File: config.mk
export PLATFORM = sky130hd
export DESIGN_NAME = led_pattern_gen_flat
export DESIGN_NICKNAME = d
export VERILOG_FILES = /design/src/rtl/led_pattern_gen_if.sv /design/src/rtl/led_pattern_gen.sv /design/src/flat_wrapper.sv
export SDC_FILE = /design/constraint.sdc
export NUM_CORES = 1
export LEC_CHECK = 0
export CAP_MARGIN = 5
export CORE_AREA = 2 2 264 266
export CTS_BUF_LIST = sky130_fd_sc_hd__clkbuf_8
export DETAILED_ROUTE_END_ITERATION = 7
export DIE_AREA = 0 0 266 268
export SYNTH_ARGS = -nofsm -noshare
export SYNTH_HDL_FRONTEND = slang
export SYNTH_SLANG_ARGS = --single-unit
File: constraint.sdc
create_clock -name clk -period 9.75 [get_ports clk]
set_input_delay 1.95 -clock clk [delete_from_list [all_inputs] [get_ports clk]]
set_output_delay 1.95 -clock clk [all_outputs]
set_load 0.1 [all_outputs]
File: src/rtl/led_pattern_gen_if.sv
// Config/observe bundle for led_pattern_gen: write-only channel config, phase sync,
// and the tick/led outputs.
interface led_pattern_gen_if #(
    parameter int NUM_LEDS = 8
);
    localparam int CW = (NUM_LEDS > 1) ? $clog2(NUM_LEDS) : 1;

    logic                cfg_we;
    logic [CW-1:0]       cfg_chan;
    logic [1:0]          cfg_mode;
    logic [15:0]         cfg_arg;
    logic                sync;
    logic                tick;
    logic [NUM_LEDS-1:0] led;

    modport master (output cfg_we, cfg_chan, cfg_mode, cfg_arg, sync, input tick, led);
    modport slave  (input cfg_we, cfg_chan, cfg_mode, cfg_arg, sync, output tick, led);
endinterface

File: src/rtl/led_pattern_gen.sv
// Multi-channel LED driver: shared tick prescaler and PWM counter feeding one
// mode/blink engine per channel (OFF, ON, BLINK half-period, PWM duty).
module led_pattern_chan #(
    parameter int PWM_BITS     = 8,
    parameter int DEFAULT_HALF = 500
) (
    input  logic                clk,
    input  logic                rst,
    input  logic                i_tick,
    input  logic                i_sync,
    input  logic                i_wr,
    input  logic [1:0]          i_mode,
    input  logic [15:0]         i_arg,
    input  logic [PWM_BITS-1:0] i_pwm_cnt,
    output logic                o_led
);
    localparam logic [1:0] M_OFF   = 2'b00;
    localparam logic [1:0] M_ON    = 2'b01;
    localparam logic [1:0] M_BLINK = 2'b10;
    localparam logic [1:0] M_PWM   = 2'b11;

    logic [1:0]  r_mode;
    logic [15:0] r_arg;
    logic [15:0] r_bcnt;
    logic        r_bstate;
    logic        r_led;
    logic [15:0] w_lim;
    logic        w_next;

    // Half-period of 0 behaves as 1, so the limit never underflows.
    assign w_lim = (r_arg == 16'd0) ? 16'd0 : r_arg - 16'd1;

    always_comb begin
        w_next = 1'b0;
        case (r_mode)
            M_OFF:   w_next = 1'b0;
            M_ON:    w_next = 1'b1;
            M_BLINK: w_next = r_bstate;
            M_PWM:   w_next = (i_pwm_cnt < r_arg[PWM_BITS-1:0]);
            default: w_next = 1'b0;
        endcase
    end

    always_ff @(posedge clk or posedge rst) begin
        if (rst) begin
            r_mode   <= M_BLINK;
            r_arg    <= 16'(DEFAULT_HALF);
            r_bcnt   <= 16'd0;
            r_bstate <= 1'b1;
            r_led    <= 1'b1;
        end else begin
            r_led <= w_next;
            // A write restarts the phase and swallows a coincident tick.
            if (i_wr) begin
                r_mode   <= i_mode;
                r_arg    <= i_arg;
                r_bcnt   <= 16'd0;
                r_bstate <= 1'b1;
            end else if (i_sync) begin
                r_bcnt   <= 16'd0;
                r_bstate <= 1'b1;
            end else if (i_tick) begin
                if (r_bcnt >= w_lim) begin
                    r_bcnt   <= 16'd0;
                    r_bstate <= ~r_bstate;
                end else begin
                    r_bcnt <= r_bcnt + 16'd1;
                end
            end
        end
    end

    assign o_led = r_led;
endmodule

module led_pattern_gen #(
    parameter int NUM_LEDS     = 8,
    parameter int CLK_FREQ_HZ  = 200000000,
    parameter int TICK_HZ      = 1000,
    parameter int PWM_BITS     = 8,
    parameter int DEFAULT_HALF = 500
) (
    input  logic               clk,
    input  logic               rst,
    led_pattern_gen_if.slave   bus
);
    localparam int TICK_DIV = CLK_FREQ_HZ / TICK_HZ;
    localparam int PRE_W    = $clog2(TICK_DIV);
    localparam int CW       = (NUM_LEDS > 1) ? $clog2(NUM_LEDS) : 1;

    logic [PRE_W-1:0]    r_presc;
    logic                r_tick;
    logic [PWM_BITS-1:0] r_pwm_cnt;
    logic [NUM_LEDS-1:0] w_wr;
    logic [NUM_LEDS-1:0] w_led;
    logic                w_wrap;

    assign w_wrap = (r_presc == PRE_W'(TICK_DIV - 1));

    always_ff @(posedge clk or posedge rst) begin
        if (rst) begin
            r_presc   <= '0;
            r_tick    <= 1'b0;
            r_pwm_cnt <= '0;
        end else if (bus.sync) begin
            r_presc   <= '0;
            r_tick    <= 1'b0;
            r_pwm_cnt <= '0;
        end else begin
            r_presc   <= w_wrap ? '0 : r_presc + 1'b1;
            r_tick    <= w_wrap;
            r_pwm_cnt <= r_pwm_cnt + 1'b1;
        end
    end

    // Out-of-range channel indices match no decode line and are dropped.
    for (genvar g = 0; g < NUM_LEDS; g++) begin : g_chan
        assign w_wr[g] = bus.cfg_we && (bus.cfg_chan == CW'(g));

        led_pattern_chan #(
            .PWM_BITS     (PWM_BITS),
            .DEFAULT_HALF (DEFAULT_HALF)
        ) u_chan (
            .clk       (clk),
            .rst       (rst),
            .i_tick    (r_tick),
            .i_sync    (bus.sync),
            .i_wr      (w_wr[g]),
            .i_mode    (bus.cfg_mode),
            .i_arg     (bus.cfg_arg),
            .i_pwm_cnt (r_pwm_cnt),
            .o_led     (w_led[g])
        );
    end

    assign bus.led  = w_led;
    assign bus.tick = r_tick;
endmodule
File: src/flat_wrapper.sv
// flat-port wrapper written by rule: the top's interface ports become plain ports
module led_pattern_gen_flat 
#(
    parameter int NUM_LEDS     = 8,
    parameter int CLK_FREQ_HZ  = 200000000,
    parameter int TICK_HZ      = 1000,
    parameter int PWM_BITS     = 8,
    parameter int DEFAULT_HALF = 500
)
  (clk, rst, bus_cfg_we, bus_cfg_chan, bus_cfg_mode, bus_cfg_arg, bus_sync, bus_tick, bus_led);
  led_pattern_gen_if #(.NUM_LEDS(NUM_LEDS)) bus_i ();
  input  logic clk;
  input  logic rst;
  input wire logic [$bits(bus_i.cfg_we)-1:0] bus_cfg_we;
  input wire logic [$bits(bus_i.cfg_chan)-1:0] bus_cfg_chan;
  input wire logic [$bits(bus_i.cfg_mode)-1:0] bus_cfg_mode;
  input wire logic [$bits(bus_i.cfg_arg)-1:0] bus_cfg_arg;
  input wire logic [$bits(bus_i.sync)-1:0] bus_sync;
  output wire logic [$bits(bus_i.tick)-1:0] bus_tick;
  output wire logic [$bits(bus_i.led)-1:0] bus_led;
  assign bus_i.cfg_we = bus_cfg_we;
  assign bus_i.cfg_chan = bus_cfg_chan;
  assign bus_i.cfg_mode = bus_cfg_mode;
  assign bus_i.cfg_arg = bus_cfg_arg;
  assign bus_i.sync = bus_sync;
  assign bus_tick = bus_i.tick;
  assign bus_led = bus_i.led;
  led_pattern_gen #(.NUM_LEDS(NUM_LEDS), .CLK_FREQ_HZ(CLK_FREQ_HZ), .TICK_HZ(TICK_HZ), .PWM_BITS(PWM_BITS), .DEFAULT_HALF(DEFAULT_HALF)) u_core (.clk(clk), .rst(rst), .bus(bus_i));
endmodule
==> results of run 1 <==
final cells by class:
type,instances,area (um^2)
sequential,315,7970
timing repair buffer,49,475
multi-input combinational,1819,11800
inverter,103,390
clock inverter,35,196
fill,7021,45300
antenna,2,5.00
tap,882,1100
clock buffer,72,991
metrics by stage:
step | instances | cell area [um^2] | hold WS [ns] | total power (uW) | worst slack (ns)
2_1_floorplan | 2310 | 20400 | 0.446 | 2380 | 3.66
5_1_grt | 3277 | 22900 | 0.494 | 4170 | 5.06
3_3_place_gp | 3168 | 21700 | 0.457 | 2610 | 4.93
4_1_cts | 3275 | 22900 | 0.470 | 3960 | 5.11
3_5_place_dp | 3168 | 21700 | 0.460 | 2630 | 4.90
6_report | 3277 | 22900 | 0.469 | 3910 | 5.26
registers in the layout (all words and copies together), names as in the netlist:
signal	cells
u_core.g_chan.u_chan.o_led	8
u_core.g_chan.u_chan.r_mode	16
u_core.r_presc	18
u_core.g_chan.u_chan.r_arg	128
u_core.r_pwm_cnt	8
u_core.g_chan.u_chan.r_bstate	8
u_core.bus.tick	1
u_core.g_chan.u_chan.r_bcnt	128
cell families (layout without fill, tap and decap cells):
kind of cell | count (synthesis) | after routing | synth area share
and+or+nand+nor | 1026 | 1026 | 0.229
DFF | 315 | 315 | 0.390
AOI/OAI and AO/OA | 310 | 310 | 0.0925
xor gates and xnor gates | 213 | 213 | 0.0914
adders and majority gates | 210 | 210 | 0.129
buffers and inverters | 176 | 259 | 0.0353
muxes | 60 | 60 | 0.0329
other | 0 | 2 | 0
cells in the final DEF, fill, tap and decap left out, types with 8 or more instances in the layout:
cell type        Yosys  final
xor2_1             105    105
a31oi_1             13     13
and3_1              24     24
nand3_1             73     73
o22a_1               8      8
nand2_1            430    430
clkdlybuf4s50_1      0     33
a21boi_0             8      8
xnor2_1            108    108
nand2b_1            29     29
buf_4                8     14
nor2_1             252    252
dfstp_2             72     72
dfrtp_1            243    243
or3_1                8      8
clkbuf_8             0     72
a211oi_1            12     12
inv_1              103    128
o21ai_0            128    128
nand4_1             44     44
and2_1              18     18
nor4_1              29     29
a21oi_1             74     74
ha_1               210    210
mux2_2              57     57
nor3_1              56     56
nor2b_1             17     17
metal layers:
metal  track usage  up-vias
met5             0        -
met4        0.0437        2
met3        0.0257       78
met2         0.233      210
met1         0.207     7460
li1              -     8003
power by group:
part,internal [uW],switching (uW),leakage (uW),total (uW)
Sequential,1500,152,0.00398,1650
Combinational,386,569,0.00578,955
Clock,714,586,0.000712,1300
how the worst max path moves through the flow:
stage                                           start                            endpoint  cells past startpoint
floorplan                                         rst                     u_core.bus.tick                      1
global placement                      bus_cfg_chan[0]  u_core.g_chan[5].u_chan.r_bcnt[14]                      7
detailed placement                    bus_cfg_chan[0]  u_core.g_chan[5].u_chan.r_bcnt[14]                      7
CTS                                   u_core.bus.tick                            bus_tick                      1
global route        u_core.g_chan[1].u_chan.r_arg[11]   u_core.g_chan[1].u_chan.r_bcnt[3]                     11
finish                                u_core.bus.tick                            bus_tick                      1
==> results.txt, run 1 <==
----------------------------------------------------
[Outcome]
  Run status ... finished, final reports clean

[Setup path]
  Biggest cell delay along the critical path ... 1.24 ns
  Cell class contributing the biggest share of worst-path delay ... buffers and inverters
  Cells along the critical path ... clkdlybuf4s50_1
  Max FO, Critical Path ... 10
  Type of the worst setup path ... reg2out
  Register-to-Register Setup Slack ... 5.48 ns
  Worst R2R Path Depth ... 11
  CP Launch Type ... register
  Crit. End Element ... output port
  CP Data Required Time ... 7.80 ns
  CP max-delay cell ... clkdlybuf4s50_1
  Data arrival, critical path ... 2.54 ns
  Combined buffer and inverter count along the critical path ... 1
  End of the worst register-to-register path ... u_core.g_chan[3].u_chan.r_bcnt[9]
  Reg-to-reg critical path startpoint ... u_core.g_chan[3].u_chan.r_arg[9]

[Floorplanning]
  Row Count ... 96
  Starting utilization of the core area ... 0.299
  Num ports ... 34
  Chip Height ... 268 um
  Floorplan Core Area ... 68200 um^2
  Chip Width ... 266 um
  Die outline area ... 71300 um^2

[Clocking]
  TritonCTS clock tree ... done
  CTS buffer count ... 57
  Clock insertion delay at the later pin of the skew report ... 0.67 ns
  Deepest clock path buffer count ... 3
  Number of hold buffers added after CTS ... 0
  Number of H-tree levels ... 2
  Post-cts gate resize count ... 0
  Cell chosen for the clock root ... clkbuf_8
  Total number of clock tree sinks ... 315
  Post-CTS setup buffer count ... 0
  Clock transition at the register clock pins on the worst setup and hold paths after CTS ... 0.06 ns

[Yosys]
  Synth top cells by count ... 430 x nand2_1, 252 x nor2_1, 243 x dfrtp_1, 210 x ha_1, 128 x o21ai_0
  Share of the synthesized area in the top cell type ... 0.298
  Cell taking the most area after synthesis ... dfrtp_1
  Post-synth design cell area ... 20400 um^2
  FFs w/ async S/R, synth ... 1.00
  Mean instance size in the synthesized netlist ... 8.84 um^2
  Cells taking the most area after synthesis ... dfrtp_1 30%, ha_1 13%, dfstp_2 9.3%, nand2_1 7.9%, nor2_1 4.6%
  Number of unique standard cell types used by synthesis ... 73
  Flip-flop and latch count after synthesis ... 315
  Nets in the synthesized netlist ... 2545
  Post-Syn Instances ... 2310
  Synth Flop Type ... dfrtp_1
  Most numerous cell in the Yosys netlist ... nand2_1
  Synth Warn # ... 0
  Number of synthesized flops with an enable pin ... 0
  Proportion of synthesized chip area in sequential cells ... 0.390

[Drt]
  Via-per-instance ratio ... 4.81
  DRC errors left ... 0
  Vias post-DR ... 15800
  Uppermost signal routing layer after detailed routing ... met5
  Detailed-router iteration count before antenna repair ... 5
  Sum of routed wire segments on met1 ... 25900 um
  Met2 Routed Length ... 22500 um
  Detailed Route Iter0 Violations ... 945
  Routed wire length ... 51600 um
  Length of routed met3 wiring ... 2040 um
  Average wire length per cell after detail routing ... 15.7 um
  Antenna viol nets, final ... 0

[Timing]
  Fin. Hold Viols ... 0
  RSZ-0062 raised after global routing ... no
  Tcrit/Tclk final ... 0.461
  Max frequency ... 0.222 GHz
  Final count of pins violating max slew ... 0
  Sum of negative setup slack ... 0 ns
  Slew @ Worst Pin ... 1.10 ns
  Final setup fails ... 0
  Worst Clk Skew ... 0.0333 ns
  Min cycle time layout ... 4.49 ns
  Worst slew slack as a fraction of its limit ... 0.265

[Cells and area]
  Post-Route Utilization ... 0.335
  Layout cells sized above 1 ... 0.104
  Final-stage net count ... 2580
  Layout area overhead ... 12.1%

[Run]
  Max_cap viols ... 0

[Worst hold path]
  Type of the worst min-delay path ... reg2reg
  Worst Hold End ... u_core.g_chan[3].u_chan.r_mode[1]
  Start point of the worst min-delay path ... u_core.g_chan[3].u_chan.r_mode[1]
  Hold path cells ... 2

[GRT]
  Global-route congestion overflow total ... 0
  Via count of the first global-routing pass ... 15300
  Largest net degree at the start of global routing ... 165
  First-pass GRT wire length ... 84000 um
  Number of antenna violations at the first check in global routing ... 5
  Total global-route track usage ... 0.148

[Power and ir drop]
  Peak ir drop on the vdd network ... 0.0864 mV
  Leakage ... 0.0105 uW
  Total power divided by cell area ... 171 nW/um^2

[Place]
  Number of input and output port buffers inserted ... 33
  Post-DP HPWL ... 35000 um
  Routability congestion estimate ... 0.797

----------------------------------------------------
Note: power is estimated with default switching activity, not from simulation.
==> run 2: changes to the inputs <==
==> constraint.sdc (replaced) <==
create_clock -name clk -period 4.7 [get_ports clk]
set_input_delay 0.94 -clock clk [delete_from_list [all_inputs] [get_ports clk]]
set_output_delay 0.94 -clock clk [all_outputs]
set_load 0.1 [all_outputs]
==> run 2 against run 1 <==
Compared with the run above:
- clock skew is 0.0047 ns higher
- clock power is 110% higher
- cell count is 0.37% higher
- first-iteration DRC count is 4.0% higher
- largest cell class unchanged
- global-route usage is 0.18 points lower
- setup slack worse by 4.4 ns
- via count is 0.31% higher
- routed wire length is 1.2% lower
- critical path type is now reg2reg
- count of clock-buffer cells in the layout is 3 lower
- non-clock buffer count is 16 higher
==> results.txt, run 2 (same netlist as run 1, synthesis figures left out) <==
----------------------------------------------------
[Drt]
  Average wire length per cell after detail routing ... 15.5 um (-1.6%)
  Via-per-instance ratio ... 4.80 (about the same)
  Met2 Routed Length ... 22500 um (-0.19%)
  Antenna viol nets, final ... 0 (unchanged)
  Detailed Route Iter0 Violations ... 983 (+4.0%)
  Vias post-DR ... 15800 (+0.31%)
  Detailed-router iteration count before antenna repair ... 5 (unchanged)
  DRC errors left ... 0 (unchanged)
  Uppermost signal routing layer after detailed routing ... met4
  Sum of routed wire segments on met1 ... 25100 um (-3.2%)
  Length of routed met3 wiring ... 2140 um (+4.9%)
  Routed wire length ... 51000 um (-1.2%)

[GRT]
  Via count of the first global-routing pass ... 15400 (+0.52%)
  Global-route congestion overflow total ... 0 (unchanged)
  Number of antenna violations at the first check in global routing ... 3 (-2)
  Total global-route track usage ... 0.146 (-0.00180)
  First-pass GRT wire length ... 83100 um (-1.1%)
  Largest net degree at the start of global routing ... 66 (-60%)

[Clocking]
  Number of hold buffers added after CTS ... 0 (unchanged)
  Deepest clock path buffer count ... 3 (unchanged)
  CTS buffer count ... 55 (-3.5%)
  Clock transition at the register clock pins on the worst setup and hold paths after CTS ... 0.06 ns (about the same)
  Post-cts gate resize count ... 0 (unchanged)
  Post-CTS setup buffer count ... 0 (unchanged)
  Clock insertion delay at the later pin of the skew report ... 0.67 ns (about the same)
  Total number of clock tree sinks ... 315 (unchanged)
  TritonCTS clock tree ... done
  Cell chosen for the clock root ... clkbuf_8
  Number of H-tree levels ... 2 (unchanged)

[Floorplanning]
  Row Count ... 96 (unchanged)
  Floorplan Core Area ... 68200 um^2 (unchanged)
  Chip Width ... 266 um (unchanged)
  Chip Height ... 268 um (unchanged)
  Die outline area ... 71300 um^2 (unchanged)
  Num ports ... 34 (unchanged)
  Starting utilization of the core area ... 0.299 (unchanged)

[Power and ir drop]
  Total power divided by cell area ... 357 nW/um^2 (+110%)
  Peak ir drop on the vdd network ... 0.220 mV (+150%)
  Leakage ... 0.0105 uW (+0.48%)
  Tot Pwr ... 8220 uW (+110%)

[Timing]
  Max frequency ... 0.259 GHz
  Tcrit/Tclk final ... 0.822
  Minimum hold slack ... 0.473 ns (+0.00349 ns)
  Sum of negative setup slack ... 0 ns (unchanged)
  Worst Clk Skew ... 0.0381 ns (+0.00474 ns)
  Slew @ Worst Pin ... 1.02 ns (-0.0795 ns)
  Final setup fails ... 0 (unchanged)
  Final count of pins violating max slew ... 0 (unchanged)
  RSZ-0062 raised after global routing ... no
  Min cycle time layout ... 3.86 ns
  Worst slew slack as a fraction of its limit ... 0.318 (+0.0536)
  Fin. Hold Viols ... 0 (unchanged)

[Cells and area]
  Regs by FF count ... u_core.g_chan.u_chan.r_arg (128), u_core.g_chan.u_chan.r_bcnt (128), u_core.r_presc (18)
  Commonest cells after routing, fill and taps aside ... 430 x nand2_1, 252 x nor2_1, 243 x dfrtp_1, 210 x ha_1, 128 x o21ai_0
  Most common library cell in the layout ignoring fill and taps ... nand2_1
  Design area ... 23000 um^2 (+0.64%)
  Finished Layout Cells ... 3289 (+0.37%)
  Layout cells sized above 1 ... 0.114 (+0.0102)
  Layout area overhead ... 12.8%
  Final-stage net count ... 2594 (+0.54%)

[Setup path]
  End of the worst register-to-register path ... u_core.g_chan[3].u_chan.r_bcnt[5]
  Worst R2R Path Depth ... 12 (+1)
  Data arrival, critical path ... 4.38 ns (+1.84 ns)
  CP Data Required Time ... 5.22 ns (-2.58 ns)
  Crit. End Element ... register
  Max FO, Critical Path ... 16 (+6)
  Type of the worst setup path ... reg2reg
  CP Launch Type ... register
  Register-to-Register Setup Slack ... 0.84 ns (-4.64 ns)
  Reg-to-reg critical path startpoint ... u_core.g_chan[3].u_chan.r_arg[9]

[Run]
  Max_cap viols ... 0 (unchanged)

[Place]
  Number of input and output port buffers inserted ... 33 (unchanged)
  Placed cell areas ... 21800 um^2 (+0.55%)
  Routability congestion estimate ... 0.796 (about the same)
  Post-DP HPWL ... 35900 um (+2.5%)
  Post-placement cell count ... 3184 (+0.51%)

[Outcome]
  Run status ... finished, final reports clean

[Worst hold path]
  Start point of the worst min-delay path ... u_core.g_chan[5].u_chan.r_mode[1]
  Worst Hold End ... u_core.g_chan[5].u_chan.r_mode[1]
  Hold path cells ... 2 (unchanged)
  Type of the worst min-delay path ... reg2reg

----------------------------------------------------
run 2: cell types whose count changed in the layout (fill, tap and decap cells not counted), sizes merged:
cell / before / now
clkinv: 6 / 15
clkbuf: 72 / 69
inv: 129 / 116
diode: 2 / 1
bufinv: 2 / 4
buf: 16 / 32
clkinvlp: 1 / 3
run 2: area by class of cell:
class                   instances  area [um^2]
inverters                     103          390
clock inverters                35          268
well taps                     882         1100
fillers                      7064        45200
clock buffers                  69          950
diodes                          1         2.50
flip-flops and latches        315         7970
multi-input cells            1819        11800
repair buffers                 65          596
run 2: power breakdown:
group          leakage, uW  switching, uW  total (uW)  internal [uW]
sequential         0.00398            318        3420           3110
combinational      0.00585           1190        2000            810
clock             0.000685           1240        2790           1550
total               0.0105           2750        8220           5470
run 2: critical path, cell delays in order (launching register included):
cell	delay [ns]
dfrtp_1	0.42
or4_4	0.54
or3_4	0.35
or3_1	0.56
and2_1	0.26
ha_1	0.27
nor2b_1	0.04
o21ai_0	0.15
a21oi_1	0.11
o41ai_2	0.33
buf_4	0.20
a211o_1	0.40
nor2_1	0.09
run 2: stage by stage:
| step | util | setup slack [ns] |
|---|---|---|
| floorplan | - | -0.378 |
| global placement | 0.320 | 0.883 |
| detailed placement | 0.320 | 0.845 |
| CTS | 0.338 | 0.825 |
| global route | 0.338 | 0.473 |
| finish | 0.338 | 0.836 |
run 2: routing by layer:
metal / track usage / up-vias
met2: 0.231 / 228
met3: 0.0235 / 77
met1: 0.204 / 7479
met4: 0.0456 / 0
met5: 0 / -
li1: - / 8018
run 2: worst max-delay path by stage:
stage | start | to | slack (ns) | depth (start not counted)
after CTS | u_core.g_chan[3].u_chan.r_arg[9] | u_core.g_chan[3].u_chan.r_bcnt[10] | 0.83 | 12
after global routing | u_core.g_chan[3].u_chan.r_arg[9] | u_core.g_chan[3].u_chan.r_bcnt[11] | 0.47 | 12
final | u_core.g_chan[3].u_chan.r_arg[9] | u_core.g_chan[3].u_chan.r_bcnt[5] | 0.84 | 12
after detailed placement | u_core.g_chan[3].u_chan.r_arg[9] | u_core.g_chan[3].u_chan.r_bcnt[3] | 0.85 | 12
after floorplan | rst | u_core.bus.tick | -0.38 | 1
after global placement | u_core.g_chan[3].u_chan.r_arg[9] | u_core.g_chan[3].u_chan.r_bcnt[4] | 0.88 | 12
==> RTL edit, RTL diff (settings of run 1) <==
Make the reset (`rst`) synchronous in 2 clocked blocks.
--- a/src/rtl/led_pattern_gen.sv
+++ b/src/rtl/led_pattern_gen.sv
@@ -41,7 +41,7 @@
         endcase
     end
 
-    always_ff @(posedge clk or posedge rst) begin
+    always_ff @(posedge clk) begin
         if (rst) begin
             r_mode   <= M_BLINK;
             r_arg    <= 16'(DEFAULT_HALF);
@@ -97,7 +97,7 @@
 
     assign w_wrap = (r_presc == PRE_W'(TICK_DIV - 1));
 
-    always_ff @(posedge clk or posedge rst) begin
+    always_ff @(posedge clk) begin
         if (rst) begin
             r_presc   <= '0;
             r_tick    <= 1'b0;
Behaviour: differs if rst is asserted again (counterexample within 4 cycles, from zero or initial values and one cycle with rst high); with rst held inactive, the same outputs for 4 cycles.
==> RTL edit against run 1 <==
Area after synthesis down 3.0%. Register-to-register slack barely moved. Highest routed layer unchanged. Sequential cell count stayed put. Setup slack worse by 0.11 ns. Critical endpoint is now u_core.g_chan[5].u_chan.r_bcnt[11]. Count of clock-buffer cells in the layout rose by 7. Design area decreased by 2.7%. Wire length grew 0.12%.
Power is not compared: it rests on default switching activity, and its combinational part moved more than twofold at a synthesized area within 25%.
==> RTL edit: results (changes against run 1) <==
.. list-table::
   :header-rows: 1

   * - Metric
     - Value
   * - Drt initial violations
     - 1209 (was 945)
   * - Most common library cells after synthesis
     - 437 x sky130_fd_sc_hd__nand2_1, 315 x sky130_fd_sc_hd__dfxtp_1, 302 x sky130_fd_sc_hd__nor2_1, 210 x sky130_fd_sc_hd__ha_1, 162 x sky130_fd_sc_hd__a21oi_1 (was 430 x sky130_fd_sc_hd__nand2_1, 252 x sky130_fd_sc_hd__nor2_1, 243 x sky130_fd_sc_hd__dfrtp_1, 210 x sky130_fd_sc_hd__ha_1, 128 x sky130_fd_sc_hd__o21ai_0)
   * - CP max FO
     - 16 (was 10)
   * - Hold Crit Start
     - u_core.r_presc[0] (was u_core.g_chan[3].u_chan.r_mode[1])
   * - Number of buffers added by the clock tree synthesis step
     - 59 (was 57)
   * - Count of distinct cell types in the synthesized netlist
     - 62 (was 73)
   * - Number of global-route vias before repair
     - 15910 (was 15310)
   * - Worst reg2reg endpoint
     - u_core.g_chan[3].u_chan.r_bcnt[6] (was u_core.g_chan[3].u_chan.r_bcnt[9])
   * - Commonest register cell after synthesis
     - sky130_fd_sc_hd__dfxtp_1 (was sky130_fd_sc_hd__dfrtp_1)
   * - Number of antenna violations at the first check in global routing
     - 1 (was 5)
   * - Worst Reg-to-Reg Cells
     - 10 (was 11)
   * - Share of async-settable or async-resettable flops after synthesis
     - 0% (was 100.0%)
   * - Maximum number of pins on one net before global-route repair
     - 78 (was 165)
   * - Startpoint of the worst register-to-register path
     - u_core.g_chan[3].u_chan.r_arg[7] (was u_core.g_chan[3].u_chan.r_arg[9])
   * - Vias per cell
     - 4.943 (was 4.807)
   * - Ratio of cells with drive above 1 in the final layout
     - 5.808% (was 10.36%)
   * - Largest cells by area after synthesis
     - sky130_fd_sc_hd__dfxtp_1 32%, sky130_fd_sc_hd__ha_1 13%, sky130_fd_sc_hd__nand2_1 8.3%, sky130_fd_sc_hd__nor2_1 5.7%, sky130_fd_sc_hd__xnor2_1 5.6% (was sky130_fd_sc_hd__dfrtp_1 30%, sky130_fd_sc_hd__ha_1 13%, sky130_fd_sc_hd__dfstp_2 9.3%, sky130_fd_sc_hd__nand2_1 7.9%, sky130_fd_sc_hd__nor2_1 4.6%)
   * - DRT Wirelength
     - 51.63 mm (was 51.57 mm)
   * - DP HPWL
     - 35.24 mm (was 35.00 mm)
   * - Final weighted congestion in routability-driven placement
     - 0.7938 (was 0.7965)
   * - Worst Hold Slack
     - 0.4639 ns (was 0.4690 ns)
   * - Worst Hold Endpoint
     - u_core.r_presc[0] (was u_core.g_chan[3].u_chan.r_mode[1])
   * - Delay of the slowest cell on the worst path
     - 0.96 ns (was 1.24 ns)
   * - Result of the run
     - completed (unchanged)
   * - Number of endpoints with negative hold slack in the final report
     - 0 (unchanged)
   * - Antenna cell count
     - 0 (was 2)
   * - Slew at the pin with the worst max-slew slack
     - 1.124 ns (was 1.099 ns)
   * - Layout Nets
     - 2734 (was 2580)
-- RTL edit: how the worst max path moves through the flow --
stage,from,end,slack [ns]
floorplan,bus_cfg_chan[2],u_core.g_chan[0].u_chan.r_bcnt[10],6.28
global placement,bus_cfg_chan[0],u_core.g_chan[5].u_chan.r_bcnt[5],4.50
detailed placement,bus_cfg_chan[0],u_core.g_chan[5].u_chan.r_bcnt[15],4.49
CTS,u_core.bus.tick,bus_tick,5.07
global route,bus_cfg_chan[0],u_core.g_chan[5].u_chan.r_bcnt[11],4.90
finish,bus_cfg_chan[0],u_core.g_chan[5].u_chan.r_bcnt[11],5.15
-- RTL edit: layout make-up --
type / instances / area [sq um]
multi-input combinational: 1968 / 12620
fill: 7209 / 45960
timing repair buffer: 48 / 440.4
clock inverter: 31 / 296.5
tap: 882 / 1104
inverter: 107 / 401.6
clock buffer: 79 / 1087
sequential: 315 / 6310
-- RTL edit: worst max-delay path, delay by kind of cell --
kind | cells | cell delay [ns]
AOI/OAI and AO/OA | 2 | 0.96
buffers and inverters | 1 | 0.96
and+or+nand+nor | 3 | 1.23
-- RTL edit: cell families after synthesis --
group,synth area share (%)
and+or+nand+nor,27.52
AOI/OAI and AO/OA,11.58
DFF,31.85
xor gates and xnor gates,10.40
buffers and inverters,4.671
adders and majority gates,13.27
muxes,0.7079
-- RTL edit: power groups by stage --
stage                     combinational, W  sequential [W]  clock, W
after floorplan                   0.000137         0.00135         0
after global placement            0.000194         0.00135         0
after detailed placement          0.000196         0.00135         0
after CTS                         0.000197         0.00132   0.00155
after global routing              0.000220         0.00133   0.00161
final                             0.000196         0.00133   0.00151
-- RTL edit: through the flow --
step | total power (W) | utilization, % | worst slack [ns] | std cells | cell area [sq um]
5_1_grt | 0.003157 | 32.63 | 4.902 | 3430 | 22260
4_1_cts | 0.003071 | 32.63 | 5.068 | 3430 | 22260
3_3_place_gp | 0.001547 | 30.60 | 4.503 | 3320 | 20880
2_1_floorplan | 0.001483 | - | 6.285 | 2505 | 19800
3_5_place_dp | 0.001549 | 30.60 | 4.488 | 3320 | 20880
6_report | 0.003027 | 32.63 | 5.150 | 3430 | 22260
-- RTL edit: per-layer routing --
| layer | track usage (%) | up-vias | part of all wire (%) | wire length, um |
|---|---|---|---|---|
| li1 | - | 8662 | - | - |
| met1 | 19.19 | 7900 | 47 | 24440 |
| met2 | 23.42 | 302 | 45 | 23080 |
| met3 | 3.244 | 90 | 5.5 | 2823 |
| met4 | 4.176 | 2 | 2.5 | 1278 |
| met5 | 0 | - | 0.021 | 11 |
